--- config.mk ---
export PLATFORM = sky130hd
export DESIGN_NAME = data_acc_ctrl_flat
export DESIGN_NICKNAME = d
export VERILOG_FILES = /design/src/rtl/data_acc_pkg.sv /design/src/rtl/data_acc_ctrl_if.sv /design/src/rtl/data_acc_ctrl_coh_cnt_gen.sv /design/src/rtl/data_acc_ctrl.sv /design/src/flat_wrapper.sv
export SDC_FILE = /design/constraint.sdc
export NUM_CORES = 1
export LEC_CHECK = 0
export ABC_AREA = 1
export CAP_MARGIN = 20
export CORE_MARGIN = 2
export CORE_UTILIZATION = 50
export CTS_CLUSTER_SIZE = 14
export DETAILED_ROUTE_END_ITERATION = 6
export GPL_TIMING_DRIVEN = 1
export PLACE_DENSITY = 0.78
export SKIP_CTS_REPAIR_TIMING = 1
export SYNTH_ARGS = -nofsm -noshare
export SYNTH_HDL_FRONTEND = slang
export SYNTH_SLANG_ARGS = --single-unit
--- constraint.sdc ---
create_clock -name clk -period 2.4 [get_ports clk]
set_clock_uncertainty 0.05 [all_clocks]
set_input_delay 0.36 -clock clk [delete_from_list [all_inputs] [get_ports clk]]
set_output_delay 0.36 -clock clk [all_outputs]
set_load 0.005 [all_outputs]
--- src/rtl/data_acc_pkg.sv ---
// rtl/data_acc_pkg.sv - shared widths and state encoding for the data accumulator controller
package data_acc_pkg;

  localparam int ACC_DATA_WIDTH = 16;
  localparam int COH_WIDTH      = 10;
  localparam int SMP_WIDTH      = 8;

  typedef enum logic [1:0] {
    IDLE,
    LOAD,
    ACC,
    SAVE
  } state_t;

endpackage

--- src/rtl/data_acc_ctrl_if.sv ---
// rtl/data_acc_ctrl_if.sv - scheduler, accumulator and state-buffer signals of the controller
interface data_acc_ctrl_if import data_acc_pkg::*; #(
  parameter int ACC_DATA_WIDTH = data_acc_pkg::ACC_DATA_WIDTH,
  parameter int COH_WIDTH      = data_acc_pkg::COH_WIDTH,
  parameter int SMP_WIDTH      = data_acc_pkg::SMP_WIDTH
) ();

  logic                      start;
  logic [SMP_WIDTH-1:0]      sample_num;
  logic [COH_WIDTH-1:0]      coh_len;
  logic [COH_WIDTH-1:0]      coh_cnt_i;
  logic [ACC_DATA_WIDTH-1:0] i_acc_o;
  logic [ACC_DATA_WIDTH-1:0] q_acc_o;
  logic                      acc_in_en;
  logic                      acc_clear;
  logic                      acc_active;
  logic                      state_wr;
  logic [COH_WIDTH-1:0]      coh_cnt_o;
  logic                      dump_valid;
  logic [ACC_DATA_WIDTH-1:0] dump_i;
  logic [ACC_DATA_WIDTH-1:0] dump_q;
  logic                      busy;
  logic                      done;

  modport master (
    output start, sample_num, coh_len, coh_cnt_i, i_acc_o, q_acc_o,
    input  acc_in_en, acc_clear, acc_active, state_wr, coh_cnt_o,
           dump_valid, dump_i, dump_q, busy, done
  );

  modport slave (
    input  start, sample_num, coh_len, coh_cnt_i, i_acc_o, q_acc_o,
    output acc_in_en, acc_clear, acc_active, state_wr, coh_cnt_o,
           dump_valid, dump_i, dump_q, busy, done
  );

endinterface

--- src/rtl/data_acc_ctrl_coh_cnt_gen.sv ---
// rtl/data_acc_ctrl_coh_cnt_gen.sv - coherent-period counter with clear and dump-pending generation
module coh_cnt_gen import data_acc_pkg::*; #(
  parameter int COH_WIDTH = data_acc_pkg::COH_WIDTH
) (
  input  logic                 clk,
  input  logic                 rst_b,
  input  logic                 load,
  input  logic [COH_WIDTH-1:0] coh_len,
  input  logic [COH_WIDTH-1:0] coh_cnt_i,
  input  logic                 adv,
  output logic [COH_WIDTH-1:0] coh_cnt,
  output logic                 acc_clear,
  output logic                 dump_pend
);

  logic [COH_WIDTH-1:0] len_q;
  logic [COH_WIDTH-1:0] cnt_q;
  logic                 pend_q;
  logic [COH_WIDTH-1:0] len_eff;
  logic                 wrap;

  // A zero length would never wrap; run it as a one-sample period instead.
  assign len_eff = (coh_len == '0) ? COH_WIDTH'(1) : coh_len;
  assign wrap    = (cnt_q == len_q - COH_WIDTH'(1));

  always_ff @(posedge clk or negedge rst_b) begin
    if (!rst_b) begin
      len_q  <= COH_WIDTH'(1);
      cnt_q  <= '0;
      pend_q <= 1'b0;
    end else begin
      if (load) begin
        len_q <= len_eff;
        cnt_q <= (coh_cnt_i >= len_eff) ? '0 : coh_cnt_i;
      end else if (adv) begin
        cnt_q <= wrap ? '0 : cnt_q + COH_WIDTH'(1);
      end
      pend_q <= adv && wrap;
    end
  end

  assign coh_cnt   = cnt_q;
  assign acc_clear = adv && (cnt_q == '0);
  assign dump_pend = pend_q;

endmodule

--- src/rtl/data_acc_ctrl.sv ---
// rtl/data_acc_ctrl.sv - sequences one I/Q accumulator through a time-slot block: load, accumulate, dump, save
module data_acc_ctrl import data_acc_pkg::*; #(
  parameter int ACC_DATA_WIDTH = data_acc_pkg::ACC_DATA_WIDTH,
  parameter int COH_WIDTH      = data_acc_pkg::COH_WIDTH,
  parameter int SMP_WIDTH      = data_acc_pkg::SMP_WIDTH
) (
  input  logic           clk,
  input  logic           rst_b,
  data_acc_ctrl_if.slave bus
);

  state_t                    state_q;
  state_t                    state_d;
  logic [SMP_WIDTH-1:0]      smp_num_q;
  logic [SMP_WIDTH-1:0]      smp_cnt_q;
  logic [ACC_DATA_WIDTH-1:0] dump_i_q;
  logic [ACC_DATA_WIDTH-1:0] dump_q_q;
  logic                      dump_valid_q;
  logic                      start_ok;
  logic                      in_acc;
  logic                      acc_clear;
  logic                      dump_pend;
  logic [COH_WIDTH-1:0]      coh_cnt;

  assign start_ok = (state_q == IDLE) && bus.start;
  assign in_acc   = (state_q == ACC);

  coh_cnt_gen #(.COH_WIDTH(COH_WIDTH)) u_coh_cnt_gen (
    .clk       (clk),
    .rst_b     (rst_b),
    .load      (start_ok),
    .coh_len   (bus.coh_len),
    .coh_cnt_i (bus.coh_cnt_i),
    .adv       (in_acc),
    .coh_cnt   (coh_cnt),
    .acc_clear (acc_clear),
    .dump_pend (dump_pend)
  );

  always_ff @(posedge clk or negedge rst_b) begin
    if (!rst_b) begin
      state_q <= IDLE;
    end else begin
      state_q <= state_d;
    end
  end

  always_comb begin
    state_d = state_q;
    case (state_q)
      IDLE: if (bus.start) state_d = LOAD;
      LOAD: state_d = (smp_num_q != '0) ? ACC : SAVE;
      ACC:  if (smp_cnt_q == smp_num_q - SMP_WIDTH'(1)) state_d = SAVE;
      SAVE: state_d = IDLE;
      default: state_d = IDLE;
    endcase
  end

  // Dump registers are only touched by a pending dump, so a back-to-back LOAD leaves them intact.
  always_ff @(posedge clk or negedge rst_b) begin
    if (!rst_b) begin
      smp_num_q    <= '0;
      smp_cnt_q    <= '0;
      dump_i_q     <= '0;
      dump_q_q     <= '0;
      dump_valid_q <= 1'b0;
    end else begin
      if (start_ok) begin
        smp_num_q <= bus.sample_num;
        smp_cnt_q <= '0;
      end else if (in_acc) begin
        smp_cnt_q <= smp_cnt_q + SMP_WIDTH'(1);
      end
      if (dump_pend) begin
        dump_i_q <= bus.i_acc_o;
        dump_q_q <= bus.q_acc_o;
      end
      dump_valid_q <= dump_pend;
    end
  end

  assign bus.acc_in_en  = (state_q == LOAD);
  assign bus.acc_active = in_acc;
  assign bus.acc_clear  = acc_clear;
  assign bus.state_wr   = (state_q == SAVE);
  assign bus.done       = (state_q == SAVE);
  assign bus.coh_cnt_o  = coh_cnt;
  assign bus.busy       = (state_q != IDLE);
  assign bus.dump_valid = dump_valid_q;
  assign bus.dump_i     = dump_i_q;
  assign bus.dump_q     = dump_q_q;

endmodule

--- src/flat_wrapper.sv ---
// flat-port wrapper written by rule: the top's interface ports become plain ports
module data_acc_ctrl_flat import data_acc_pkg::*;
#(
  parameter int ACC_DATA_WIDTH = data_acc_pkg::ACC_DATA_WIDTH,
  parameter int COH_WIDTH      = data_acc_pkg::COH_WIDTH,
  parameter int SMP_WIDTH      = data_acc_pkg::SMP_WIDTH
)
  (clk, rst_b, bus_start, bus_sample_num, bus_coh_len, bus_coh_cnt_i, bus_i_acc_o, bus_q_acc_o, bus_acc_in_en, bus_acc_clear, bus_acc_active, bus_state_wr, bus_coh_cnt_o, bus_dump_valid, bus_dump_i, bus_dump_q, bus_busy, bus_done);
  data_acc_ctrl_if #(.ACC_DATA_WIDTH(ACC_DATA_WIDTH), .COH_WIDTH(COH_WIDTH), .SMP_WIDTH(SMP_WIDTH)) bus_i ();
  input  logic clk;
  input  logic rst_b;
  input wire logic [$bits(bus_i.start)-1:0] bus_start;
  input wire logic [$bits(bus_i.sample_num)-1:0] bus_sample_num;
  input wire logic [$bits(bus_i.coh_len)-1:0] bus_coh_len;
  input wire logic [$bits(bus_i.coh_cnt_i)-1:0] bus_coh_cnt_i;
  input wire logic [$bits(bus_i.i_acc_o)-1:0] bus_i_acc_o;
  input wire logic [$bits(bus_i.q_acc_o)-1:0] bus_q_acc_o;
  output wire logic [$bits(bus_i.acc_in_en)-1:0] bus_acc_in_en;
  output wire logic [$bits(bus_i.acc_clear)-1:0] bus_acc_clear;
  output wire logic [$bits(bus_i.acc_active)-1:0] bus_acc_active;
  output wire logic [$bits(bus_i.state_wr)-1:0] bus_state_wr;
  output wire logic [$bits(bus_i.coh_cnt_o)-1:0] bus_coh_cnt_o;
  output wire logic [$bits(bus_i.dump_valid)-1:0] bus_dump_valid;
  output wire logic [$bits(bus_i.dump_i)-1:0] bus_dump_i;
  output wire logic [$bits(bus_i.dump_q)-1:0] bus_dump_q;
  output wire logic [$bits(bus_i.busy)-1:0] bus_busy;
  output wire logic [$bits(bus_i.done)-1:0] bus_done;
  assign bus_i.start = bus_start;
  assign bus_i.sample_num = bus_sample_num;
  assign bus_i.coh_len = bus_coh_len;
  assign bus_i.coh_cnt_i = bus_coh_cnt_i;
  assign bus_i.i_acc_o = bus_i_acc_o;
  assign bus_i.q_acc_o = bus_q_acc_o;
  assign bus_acc_in_en = bus_i.acc_in_en;
  assign bus_acc_clear = bus_i.acc_clear;
  assign bus_acc_active = bus_i.acc_active;
  assign bus_state_wr = bus_i.state_wr;
  assign bus_coh_cnt_o = bus_i.coh_cnt_o;
  assign bus_dump_valid = bus_i.dump_valid;
  assign bus_dump_i = bus_i.dump_i;
  assign bus_dump_q = bus_i.dump_q;
  assign bus_busy = bus_i.busy;
  assign bus_done = bus_i.done;
  data_acc_ctrl #(.ACC_DATA_WIDTH(ACC_DATA_WIDTH), .COH_WIDTH(COH_WIDTH), .SMP_WIDTH(SMP_WIDTH)) u_core (.clk(clk), .rst_b(rst_b), .bus(bus_i));
endmodule
==> results by group <==
Synth
  – Dominant cell type by area after synthesis: dfrtp_1
  – Post-Syn Nets: 600
  – Yosys warning count: 0
  – Mapped cell area: 4315 um2
  – Top cell type's share of synthesized area: 0.4117
  – Cell count after synthesis: between 500 and 600
  – Yosys cell types: 35
  – Top cells by area, synth: dfrtp_1 41%, nand2_1 12%, mux2_2 8.4%
  – Synth Area per Inst: between 8 and 9 um2
  – Sequential area share after synthesis: 0.4178
  – Seq cells post-synth: slightly above 70

Clock tree
  – Clock Sink Count: between 70 and 80
  – CTS tree: yes
  – CTS Buffer Depth: 2
  – Clock root cell: clkbuf_8
  – Clock transition at the registers of the reported paths: 0.08 ns
  – TritonCTS Buffers: 9
  – CTS HTree Levels: 3
  – Clk Latency, worst-skew pair: 0.35 ns

Layout
  – Most common cell after layout, fill and taps aside: nand2_1
  – Final instance area: 5751 um2
  – Share of layout cells above drive strength 1: 0.1417
  – Post-layout util: 0.6929
  – NumNets Final: 713
  – Most frequent cells in the layout: 139 x nand2_1, 109 x clkdlybuf4s50_1, 71 x dfrtp_1
  – Area grow syn2layout: 33.26%
  – Final Non-Filler Cells: 740
  – Diode count: 0

GRT
  – Pin count of the biggest net entering global routing: 73
  – Number of global-route vias before repair: 3827
  – First-pass GRT wire length: 17.60 mm
  – Initial antenna violation count: 0
  – Total global routing track utilization: 0.2247
  – Grt ovf: 0

Place
  – Hpwl dp: 7.818 mm
  – Placed instance count: 723
  – RD Place Congestion: 0.8962
  – Post-Place Setup Slack: -0.1398 ns
  – DP Area: 5512 um2
  – IO Port Bufs: between 100 and 150

Power and ir drop
  – Switching power: ~2.4 mW
  – Pwr dens: 1069 nW/um2
  – Total power: slightly above 6 mW
  – Combinational power share: 0.490
  – Max IR drop VDD: 0.6163 mV
  – Int Power: roughly 3.7 mW
  – Sequential Power Share: 0.346
  – Pleak: roughly 2.9 nW
  – Power share of the clock group: 0.164
  – Sw Share: 0.3970

STA
  – RSZ-0062 raised after global routing: false
  – Final hold violation count: 0
  – Setup slack after layout: approximately 0.18 ns
  – WHS: around 0.45 ns
  – Setup TNS: 0 ns
  – Rel. slew slack: 0.7040
  – Tmin final: between 2 and 2.5 ns
  – Final Max Slew Viols: 0
  – Setup Viol. Count Final: 0
  – Final worst path period share: 0.9242
  – F_max: 0.4508 GHz
  – Worst-margin pin slew: 0.4439 ns

Setup path
  – Crit path launch type: input port
  – CP arrival: 2.41 ns
  – Worst Setup Path Type: input port to flop
  – Req. time, crit path: 2.59 ns
  – Type of destination of the critical path: flop
  – CP max FO: 10

Routing
  – Vias per Instance: a little over 5
  – TritonRoute pass-1 iters: 5
  – Vias: 3839
  – Remaining DRCs: 0
  – Iteration-0 DRC Markers: 179
  – Antenna-violating nets left: 0
  – Final WL: 10.31 mm
  – WL per Instance: between 10 and 15 um

Worst hold path
  – Hold Crit Class: flop to flop

Floorplanning
  – Num rows: 33
  – Initial Util: 0.5200
  – Core area: 8299 um2
  – Die span in y: between 90 and 100 um
  – Die width: about 97 um
  – DIE AREA: approximately 9400 um2
  – I/O Pins: 112

Job
  – Max_cap viols: 0

Run status
  – Status: finished, final reports clean
critical path, cell delays in order:
cell and delay (ns):
clkdlybuf4s50_1 0.45, nor4_1 0.32, a41o_1 0.24, ha_1 0.13, nand2_1 0.04, nor4_1 0.24, nand3_2 0.26, nand4_1 0.15
nand2_1 0.08, nand2_1 0.07, nand2_1 0.06
layout make-up:
cell class,instances,area (um2)
Inverter,67,251.5
Clock buffer,10,137.6
Tap cell,105,131.4
Sequential cell,72,1803
Multi-Input combinational cell,360,2151
Clock inverter,6,72.57
Fill cell,659,2549
Timing Repair Buffer,120,1204
synthesized netlist by cell type (all sizes together):
cell type	count
nand2	139
dfrtp	71
inv	64
nor2	50
mux2	32
nand3	31
o21ai	28
ha	20
buf	14
nand4	14
xor2	14
a21oi	8
xnor2	7
clkbuf	4
nor3	4
nor4	4
clkinv	3
nand3b	3
a21o	1
a31oi	1
a41o	1
and3	1
dfstp	1
o211ai	1
or2	1
state kept, by name, summed over array words and instances (netlist names):
| signal | count |
|---|---|
| u_core.u_coh_cnt_gen.len_q | 10 |
| u_core.bus.dump_valid | 1 |
| u_core.state_q | 2 |
| u_core.u_coh_cnt_gen.coh_cnt | 10 |
| u_core.u_coh_cnt_gen.dump_pend | 1 |
| u_core.smp_num_q | 8 |
| u_core.smp_cnt_q | 8 |
| u_core.bus.dump_i | 16 |
| u_core.bus.dump_q | 16 |
logic make-up after synthesis:
| family | synth area share |
|---|---|
| DFF | 0.4178 |
| xor gates and xnor gates | 0.04262 |
| buffers and inverters | 0.08756 |
| muxes | 0.08350 |
| and+or+nand+nor | 0.2607 |
| AOI/OAI and AO/OA | 0.04987 |
| adders and majority gates | 0.05799 |
power groups by stage:
stage / clock, mW / sequential [mW] / combinational, mW
after floorplan: 0 / 2.04 / 1.88
after global placement: 0 / 2.11 / 2.88
after detailed placement: 0 / 2.14 / 2.98
after CTS: 1.03 / 2.12 / 3.00
after global routing: 1.08 / 2.19 / 3.39
final: 1.01 / 2.13 / 3.01
routing by layer:
| metal | part of all wire | track usage |
|---|---|---|
| met1 | 0.45 | 0.2968 |
| met2 | 0.48 | 0.3761 |
| met3 | 0.055 | 0.02746 |
| met4 | 0.017 | 0.08992 |
| met5 | 0 | 0 |
worst paths after layout:
check / depth (start not counted) / to / startpoint / slack [ns]
setup reg to reg: 15 / u_core.u_coh_cnt_gen.coh_cnt[9]$_DFFE_PN0P_ / u_core.u_coh_cnt_gen.len_q[0]$_DFFE_PN1P_ / 0.20
hold / removal: 1 / u_core.smp_cnt_q[3]$_DFFE_PN0P_ / u_core.smp_cnt_q[3]$_DFFE_PN0P_ / 0.45
setup / recovery: 11 / u_core.u_coh_cnt_gen.coh_cnt[1]$_DFFE_PN0P_ / bus_coh_len[7] / 0.18
max in group asynchronous: 3 / u_core.u_coh_cnt_gen.len_q[0]$_DFFE_PN1P_ / rst_b / 1.44
hold reg to reg: 1 / u_core.smp_cnt_q[3]$_DFFE_PN0P_ / u_core.smp_cnt_q[3]$_DFFE_PN0P_ / 0.45
min in group asynchronous: 3 / u_core.smp_num_q[5]$_DFFE_PN0P_ / rst_b / 0.51
Power figures use the tool's default switching activity.
